## config.mk

```make
export PLATFORM = sky130hd
export DESIGN_NAME = lfsr_index_decoder_flat
export DESIGN_NICKNAME = d
export VERILOG_FILES = /design/src/rtl/lfsr_index_decoder_if.sv /design/src/rtl/lfsr_index_decoder.sv /design/src/flat_wrapper.sv
export SDC_FILE = /design/constraint.sdc
export NUM_CORES = 1
export LEC_CHECK = 0
export BUFFER_PORTS_ARGS = -buffer_cell sky130_fd_sc_hd__buf_2
export CAP_MARGIN = 15
export CORE_UTILIZATION = 30
export DETAILED_ROUTE_END_ITERATION = 6
export PLACE_DENSITY = 0.51
export SLEW_MARGIN = 0
export SYNTH_ARGS = -nofsm -noshare
export SYNTH_HDL_FRONTEND = slang
export SYNTH_SLANG_ARGS = --single-unit
```

## constraint.sdc

```tcl
create_clock -name clk -period 15 [get_ports clk]
set_clock_uncertainty 0.2 [all_clocks]
set_input_delay 4.5 -clock clk [delete_from_list [all_inputs] [get_ports clk]]
set_output_delay 4.5 -clock clk [all_outputs]
set_load 0.01 [all_outputs]
```

## src/rtl/lfsr_index_decoder_if.sv

```systemverilog
// rtl/lfsr_index_decoder_if.sv - command/result bundle of the LFSR index decoder
// LFSR_INDEX_DECODER_TIMEOUT_EN adds the max_steps field.
interface lfsr_index_decoder_if #(
    parameter int N         = 64,
    parameter int N_counter = 32
);
    logic                 start;
    logic                 abort;
    logic [N-1:0]         seed;
    logic [N-1:0]         polynomial;
    logic [N-1:0]         target;
`ifdef LFSR_INDEX_DECODER_TIMEOUT_EN
    logic [N_counter-1:0] max_steps;
`endif
    logic                 busy;
    logic                 done;
    logic                 found;
    logic [N_counter-1:0] index;

    modport master (
        output start, abort, seed, polynomial, target,
`ifdef LFSR_INDEX_DECODER_TIMEOUT_EN
        output max_steps,
`endif
        input  busy, done, found, index
    );

    modport slave (
        input  start, abort, seed, polynomial, target,
`ifdef LFSR_INDEX_DECODER_TIMEOUT_EN
        input  max_steps,
`endif
        output busy, done, found, index
    );
endinterface

```

## src/rtl/lfsr_index_decoder.sv

```systemverilog
// rtl/lfsr_index_decoder.sv - replays the Galois LFSR generator to find the step index of a target value
// LFSR_INDEX_DECODER_TIMEOUT_EN enables an optional step limit (max_steps).
module lfsr_index_decoder #(
    parameter int N         = 64,
    parameter int N_counter = 32
) (
    input  logic                clk,
    input  logic                rst,
    lfsr_index_decoder_if.slave bus
);
    typedef enum logic [1:0] {S_IDLE, S_SEARCH, S_DONE} state_t;

    state_t               r_state;
    logic [N-1:0]         r_lfsr;
    logic [N-2:0]         r_poly;
    logic [N-1:0]         r_target;
    logic [N_counter-1:0] r_counter;
    logic                 r_found;
    logic [N_counter-1:0] r_index;
`ifdef LFSR_INDEX_DECODER_TIMEOUT_EN
    logic [N_counter-1:0] r_max_steps;
`endif

    state_t               w_next_state;
    logic                 w_load;
    logic                 w_clear;
    logic                 w_finish;
    logic                 w_hit;
    logic                 w_step;
    logic                 w_match;
    logic                 w_limit;
    logic [N-1:0]         w_lfsr_step;
    logic                 w_unused_poly_msb;

    // The generator never uses the top tap: bit N-1 always receives the feedback bit.
    assign w_unused_poly_msb = bus.polynomial[N-1];

    assign w_match = (r_lfsr == r_target);
`ifdef LFSR_INDEX_DECODER_TIMEOUT_EN
    assign w_limit = (r_counter == {N_counter{1'b1}}) || (r_counter == r_max_steps);
`else
    assign w_limit = (r_counter == {N_counter{1'b1}});
`endif

    always_comb begin
        w_lfsr_step = '0;
        for (int i = 0; i < N - 1; i++) begin
            w_lfsr_step[i] = r_poly[i] ? (r_lfsr[i+1] ^ r_lfsr[0]) : r_lfsr[i+1];
        end
        w_lfsr_step[N-1] = r_lfsr[0];
    end

    always_comb begin
        w_next_state = r_state;
        w_load       = 1'b0;
        w_clear      = 1'b0;
        w_finish     = 1'b0;
        w_hit        = 1'b0;
        w_step       = 1'b0;
        case (r_state)
            S_IDLE, S_DONE: begin
                if (bus.abort) begin
                    w_clear      = 1'b1;
                    w_next_state = S_IDLE;
                end else if (bus.start) begin
                    w_load       = 1'b1;
                    w_next_state = S_SEARCH;
                end
            end
            S_SEARCH: begin
                if (bus.abort) begin
                    w_clear      = 1'b1;
                    w_next_state = S_IDLE;
                end else if (w_match) begin
                    w_finish     = 1'b1;
                    w_hit        = 1'b1;
                    w_next_state = S_DONE;
                end else if (w_limit) begin
                    w_finish     = 1'b1;
                    w_next_state = S_DONE;
                end else begin
                    w_step = 1'b1;
                end
            end
            default: w_next_state = S_IDLE;
        endcase
    end

    always_ff @(posedge clk or posedge rst) begin
        if (rst) begin
            r_state <= S_IDLE;
        end else begin
            r_state <= w_next_state;
        end
    end

    always_ff @(posedge clk or posedge rst) begin
        if (rst) begin
            r_lfsr      <= '0;
            r_poly      <= '0;
            r_target    <= '0;
            r_counter   <= '0;
            r_found     <= 1'b0;
            r_index     <= '0;
`ifdef LFSR_INDEX_DECODER_TIMEOUT_EN
            r_max_steps <= '0;
`endif
        end else begin
            if (w_load) begin
                r_lfsr      <= bus.seed;
                r_poly      <= bus.polynomial[N-2:0];
                r_target    <= bus.target;
                r_counter   <= '0;
                r_found     <= 1'b0;
                r_index     <= '0;
`ifdef LFSR_INDEX_DECODER_TIMEOUT_EN
                r_max_steps <= bus.max_steps;
`endif
            end else if (w_clear) begin
                r_found <= 1'b0;
                r_index <= '0;
            end else if (w_finish) begin
                r_found <= w_hit;
                r_index <= r_counter;
            end else if (w_step) begin
                r_lfsr    <= w_lfsr_step;
                r_counter <= r_counter + 1'b1;
            end
        end
    end

    assign bus.busy  = (r_state == S_SEARCH);
    assign bus.done  = (r_state == S_DONE);
    assign bus.found = r_found;
    assign bus.index = r_index;
endmodule

```

## src/flat_wrapper.sv

```systemverilog
// flat-port wrapper written by rule: the top's interface ports become plain ports
module lfsr_index_decoder_flat 
#(
    parameter int N         = 64,
    parameter int N_counter = 32
)
  (clk, rst, bus_start, bus_abort, bus_seed, bus_polynomial, bus_target, bus_busy, bus_done, bus_found, bus_index);
  lfsr_index_decoder_if #(.N(N), .N_counter(N_counter)) bus_i ();
  input  logic clk;
  input  logic rst;
  input wire logic [$bits(bus_i.start)-1:0] bus_start;
  input wire logic [$bits(bus_i.abort)-1:0] bus_abort;
  input wire logic [$bits(bus_i.seed)-1:0] bus_seed;
  input wire logic [$bits(bus_i.polynomial)-1:0] bus_polynomial;
  input wire logic [$bits(bus_i.target)-1:0] bus_target;
  output wire logic [$bits(bus_i.busy)-1:0] bus_busy;
  output wire logic [$bits(bus_i.done)-1:0] bus_done;
  output wire logic [$bits(bus_i.found)-1:0] bus_found;
  output wire logic [$bits(bus_i.index)-1:0] bus_index;
  assign bus_i.start = bus_start;
  assign bus_i.abort = bus_abort;
  assign bus_i.seed = bus_seed;
  assign bus_i.polynomial = bus_polynomial;
  assign bus_i.target = bus_target;
  assign bus_busy = bus_i.busy;
  assign bus_done = bus_i.done;
  assign bus_found = bus_i.found;
  assign bus_index = bus_i.index;
  lfsr_index_decoder #(.N(N), .N_counter(N_counter)) u_core (.clk(clk), .rst(rst), .bus(bus_i));
endmodule
```

# Word level (Yosys, flattened, before mapping)
# Index checks and enable logic that the tools add are counted.
# classes
mux	99
n_eq_ne	8
reduce_logical	7
bitwise	63
add_sub_neg	1
# op_table
operator	count
$mux 64	4
$mux 32	7
$mux 1	82
$eq 64x64->1	1
$xor 1x1->1	63
$add 32x1->32 const B	1
$eq 32x32->1 const B	1
$mux 2	5
$ne 2x1->1 const B	2
$ne 4x2->1 const B	1
$pmux 2 s2	1
$ne 3x3->1 const B	1
$reduce_and 3->1	1
$reduce_bool 3->1	1
$reduce_or 3->1	1
$eq 2x1->1 const B	1
$eq 2x2->1 const B	1
$logic_not 2->1	1
$reduce_and 2->1	1
$reduce_bool 2->1	1
$reduce_or 2->1	1
# word_totals
output_inout_bits	35
register_bits	258
input_bits	196
wordCells	185

# Depth between registers and ports, before layout
# depth
word_depth	9
depth_mapped	9
mapped_depth_nobuf	7

# Least setup slack after synthesis
# Ideal clock, no wire load.
# synth_path
kind	input to register
from	input port bus_abort
to	register u_core.r_lfsr[10]
setup_slack_ns	9.043
t_required_ns	14.665
path_stages	6
t_arrival_ns	5.622
path_cell_list	nor2_1 -> and2_1 -> clkbuf_1 -> clkbuf_1 -> clkbuf_1 -> o31ai_1
# synth_between
elab_chain_cells	4
word_cells_on_any_way	13
# synth_rtl
item	line	source
start: declaration	flat_wrapper.sv:12	input wire logic [$bits(bus_i.abort)-1:0] bus_abort;
$mux 1, on equally long branches	lfsr_index_decoder.sv:62, lfsr_index_decoder.sv:71	
$mux 1, on equally long branches	n/a	
$ne 2x1->1 (no line) or $reduce_bool 2->1 (tied branches)	n/a	
$reduce_and 3->1 (no line)	n/a	
end signal: assignment	lfsr_index_decoder.sv:110	r_lfsr <= bus.seed;
end signal: assignment	lfsr_index_decoder.sv:126	r_lfsr <= w_lfsr_step;
end: declaration	lfsr_index_decoder.sv:14	logic [N-1:0] r_lfsr;
# Parallel ways exist; a longest one is shown, timed or not.
# A chain may end at the register's enable or synchronous reset.

==> results.toml <==
[setup_path]
reg2reg_from = "u_core.r_counter[0]$_DFFE_PP0P_"
critPathMaxFanout = 123
critPathArrivalTime_ns = 6.99
end_kind = "asynchronous set/reset pin"
start_kind = "primary input"
cp.required_ns = 15.38
rrSetupSlack_ns = 10.87
path_class = "primary input to asynchronous set/reset pin"
r2r-end = "u_core.r_counter[25]$_DFFE_PP0P_"
reg2reg_depth = 8

[yosys]
synth_common_cells = "nand2_1, dfrtp_1, xnor2_1"
ys_seq_elements = 258
yosys_warnings = 0
syn_area_mm2 = 0.01291
synth_xor_area_share_pct = 8.547
synth-edff-count = 0
synthArstFlopShare_pct = 100.0
synthFlopType = "dfrtp_1"
yosysTopAreaCell = "dfrtp_1"
synth_area_leaders = "dfrtp_1, nand2_1, xnor2_1, o31ai_1, nor3_1"
syn-num-nets = 1694
ys_seq_area_share_pct = 50.00
netlist.area_leader.share_pct = 50.00
yosys.area_share.simple_pct = 25.06
synth_cells = 1497
synth_compound_area_share_pct = 6.986
muxShareOfSynthArea_pct = 4.787
synth_top_family_by_area = "simple AND/OR/NAND/NOR gates"
synth_cell_types = 37
synthAdderAreaFrac_pct = 0.09690
synth.most_common_cell = "nand2_1"
synth.avg_cell_area_um2 = 8.626

[sta]
setup_viol = 0
tightest_slew_ns = 1.344
setup-tns-final_ns = 0
fmax_mhz = 151.2
hold_ws_ns = 0.2729
slew_headroom_pct = 10.43
drv_slew = 0
min_period_ns = 6.613
hold_violations = 0
fin_crit_sh_pct = 44.09
rsz0062_at_grt = "false"
setup_ws_ns = 8.387

[placement]
io_buffer_count = 229
hpwl_mm = 26.30
pre_cts_slack_ns = 7.526
place_congestion = 0.7998

[detailed_routing]
drt-vias-per-instance = 4.851
drcViolationCount = 0
detail-route-antenna-nets = 0
drt_first_iter_violations = 746
first_pass_iters = 5
routedWlPerCell_um = 17.82
via_count = 10846
drt_wl_total_mm = 39.84

[final_layout]
drive_above_1_share_pct = 17.87
syn_to_final_growth_pct = 19.57
layout.nets = 1871

[clocking]
clockBufferDepth = 3
clk_pin_slew_worst_paths_ns = 0.05
cts_root_buf = "clkbuf_16"
clock-sinks = 258
insertion_delay_ns = 0.58
post_cts_resized = 0
ctsHoldBuffers = 0
post_cts_buffers = 0
cts_tree = "built"
numCtsBuffers = 31
htreeDepth = 1

[min_path]
hold_path.class = "flop to flop"
holdPathEnd = "u_core.r_poly[43]$_DFFE_PP0P_"
hold_start = "u_core.r_poly[43]$_DFFE_PP0P_"
worstHoldPathCells = 2

[power_and_ir_drop]
peakVddDrop_v = 0.00008613
cellPowerDensity_mw_per_mm2 = 139.9
power_leakage_nw = 7.128

[grt]
grt_max_degree = 230
antenna_found_initial = 1
grt_pass1_vias = 10662
grt-ovfl-total = 0
grt_use_total_pct = 18.06
grt_pass1_wl_mm = 61.94

[job]
cap_violations = 0

[floorplan]
core_mm2 = 0.04223
start_util_pct = 30.58
ios = 231
die-area_mm2 = 0.04388
die_x_um = 209.5
die_h_um = 209.5
num_rows = 75

[outcome]
status = "completed"
[how the worst max path moves through the flow]
stage	endpoint	slack, ns	cells past startpoint	from
finish	u_core.r_target[7]$_DFFE_PP0P_	8.39	4	rst
global route	u_core.r_target[7]$_DFFE_PP0P_	7.92	4	rst
CTS	u_core.r_poly[28]$_DFFE_PP0P_	8.14	4	rst
detailed placement	u_core.r_poly[23]$_DFFE_PP0P_	7.53	4	rst
global placement	u_core.r_target[23]$_DFFE_PP0P_	7.58	4	rst
floorplan	u_core.bus.found$_DFFE_PP0P_	3.20	1	rst
[flip-flops by register name (all words and copies together), names as in the netlist]
register          cells
u_core.r_lfsr        64
u_core.r_target      64
u_core.r_poly        63
u_core.bus.index     32
u_core.r_counter     32
u_core.r_state        2
u_core.bus.found      1
[power breakdown]
part	internal (W)	leakage (nW)	switching (W)
clock network	0.000443	0.486	0.000302
registers	0.000817	3.27	0.000118
logic	0.000216	3.38	0.000265
total	0.00148	7.13	0.000684
[critical path, stage by stage]
cell   delay (ns)
buf_2        0.13
inv_8        0.59
buf_4        0.85
buf_4        0.83
[cells in the final DEF, fill, tap and decap left out, types with 31 or more instances in the layout]
cell,netlist,routed
a21oi_1,63,63
buf_2,8,229
clkbuf_16,0,31
dfrtp_1,258,257
inv_1,36,35
mux2i_1,37,37
nand2_1,554,553
nand4_1,32,32
nor2_1,52,52
nor3_1,89,89
o31ai_1,63,63
xnor2_1,126,126
[cell families (layout without fill, tap and decap cells)]
logic type               count (synthesis)  count (layout)
AO/OA/AOI/OAI                          143             143
XOR/XNOR                               126             126
adder cells (fa/ha/maj)                  1               1
buffers and inverters                  134             333
flip-flops                             258             258
multiplexers                            59              59
other                                    0               1
AND/OR/NAND/NOR                        776             776
[per-stage QoR]
step	power [W]	instances	util, %	instance area (um^2)
2_1_floorplan	0.001265	1497	-	12910
3_3_place_gp	0.001426	2180	34.20	14440
3_5_place_dp	0.001434	2180	34.20	14440
4_1_cts	0.002196	2235	36.56	15440
5_1_grt	0.002290	2236	36.56	15440
6_report	0.002160	2236	36.56	15440
[final cells by class]
cell class                      count  area [um^2]
Inverter                           36        142.6
Sequential cell                   258         6457
Fill cell                        4429        26790
Tap cell                          539        674.4
Timing Repair Buffer              242         1256
Antenna cell                        1        2.502
Multi-Input combinational cell   1105         5911
Clock inverter                      8        100.1
Clock buffer                       47        895.9
[per-layer routing]
layer,routed length (um),global-route usage [%],vias to the layer above
met5,0,0,-
li1,-,-,5281
met2,18030,28.03,289
met1,19140,26.26,5242
met3,1992,2.604,34
met4,676,4.707,0
Power figures use the tool's default switching activity.
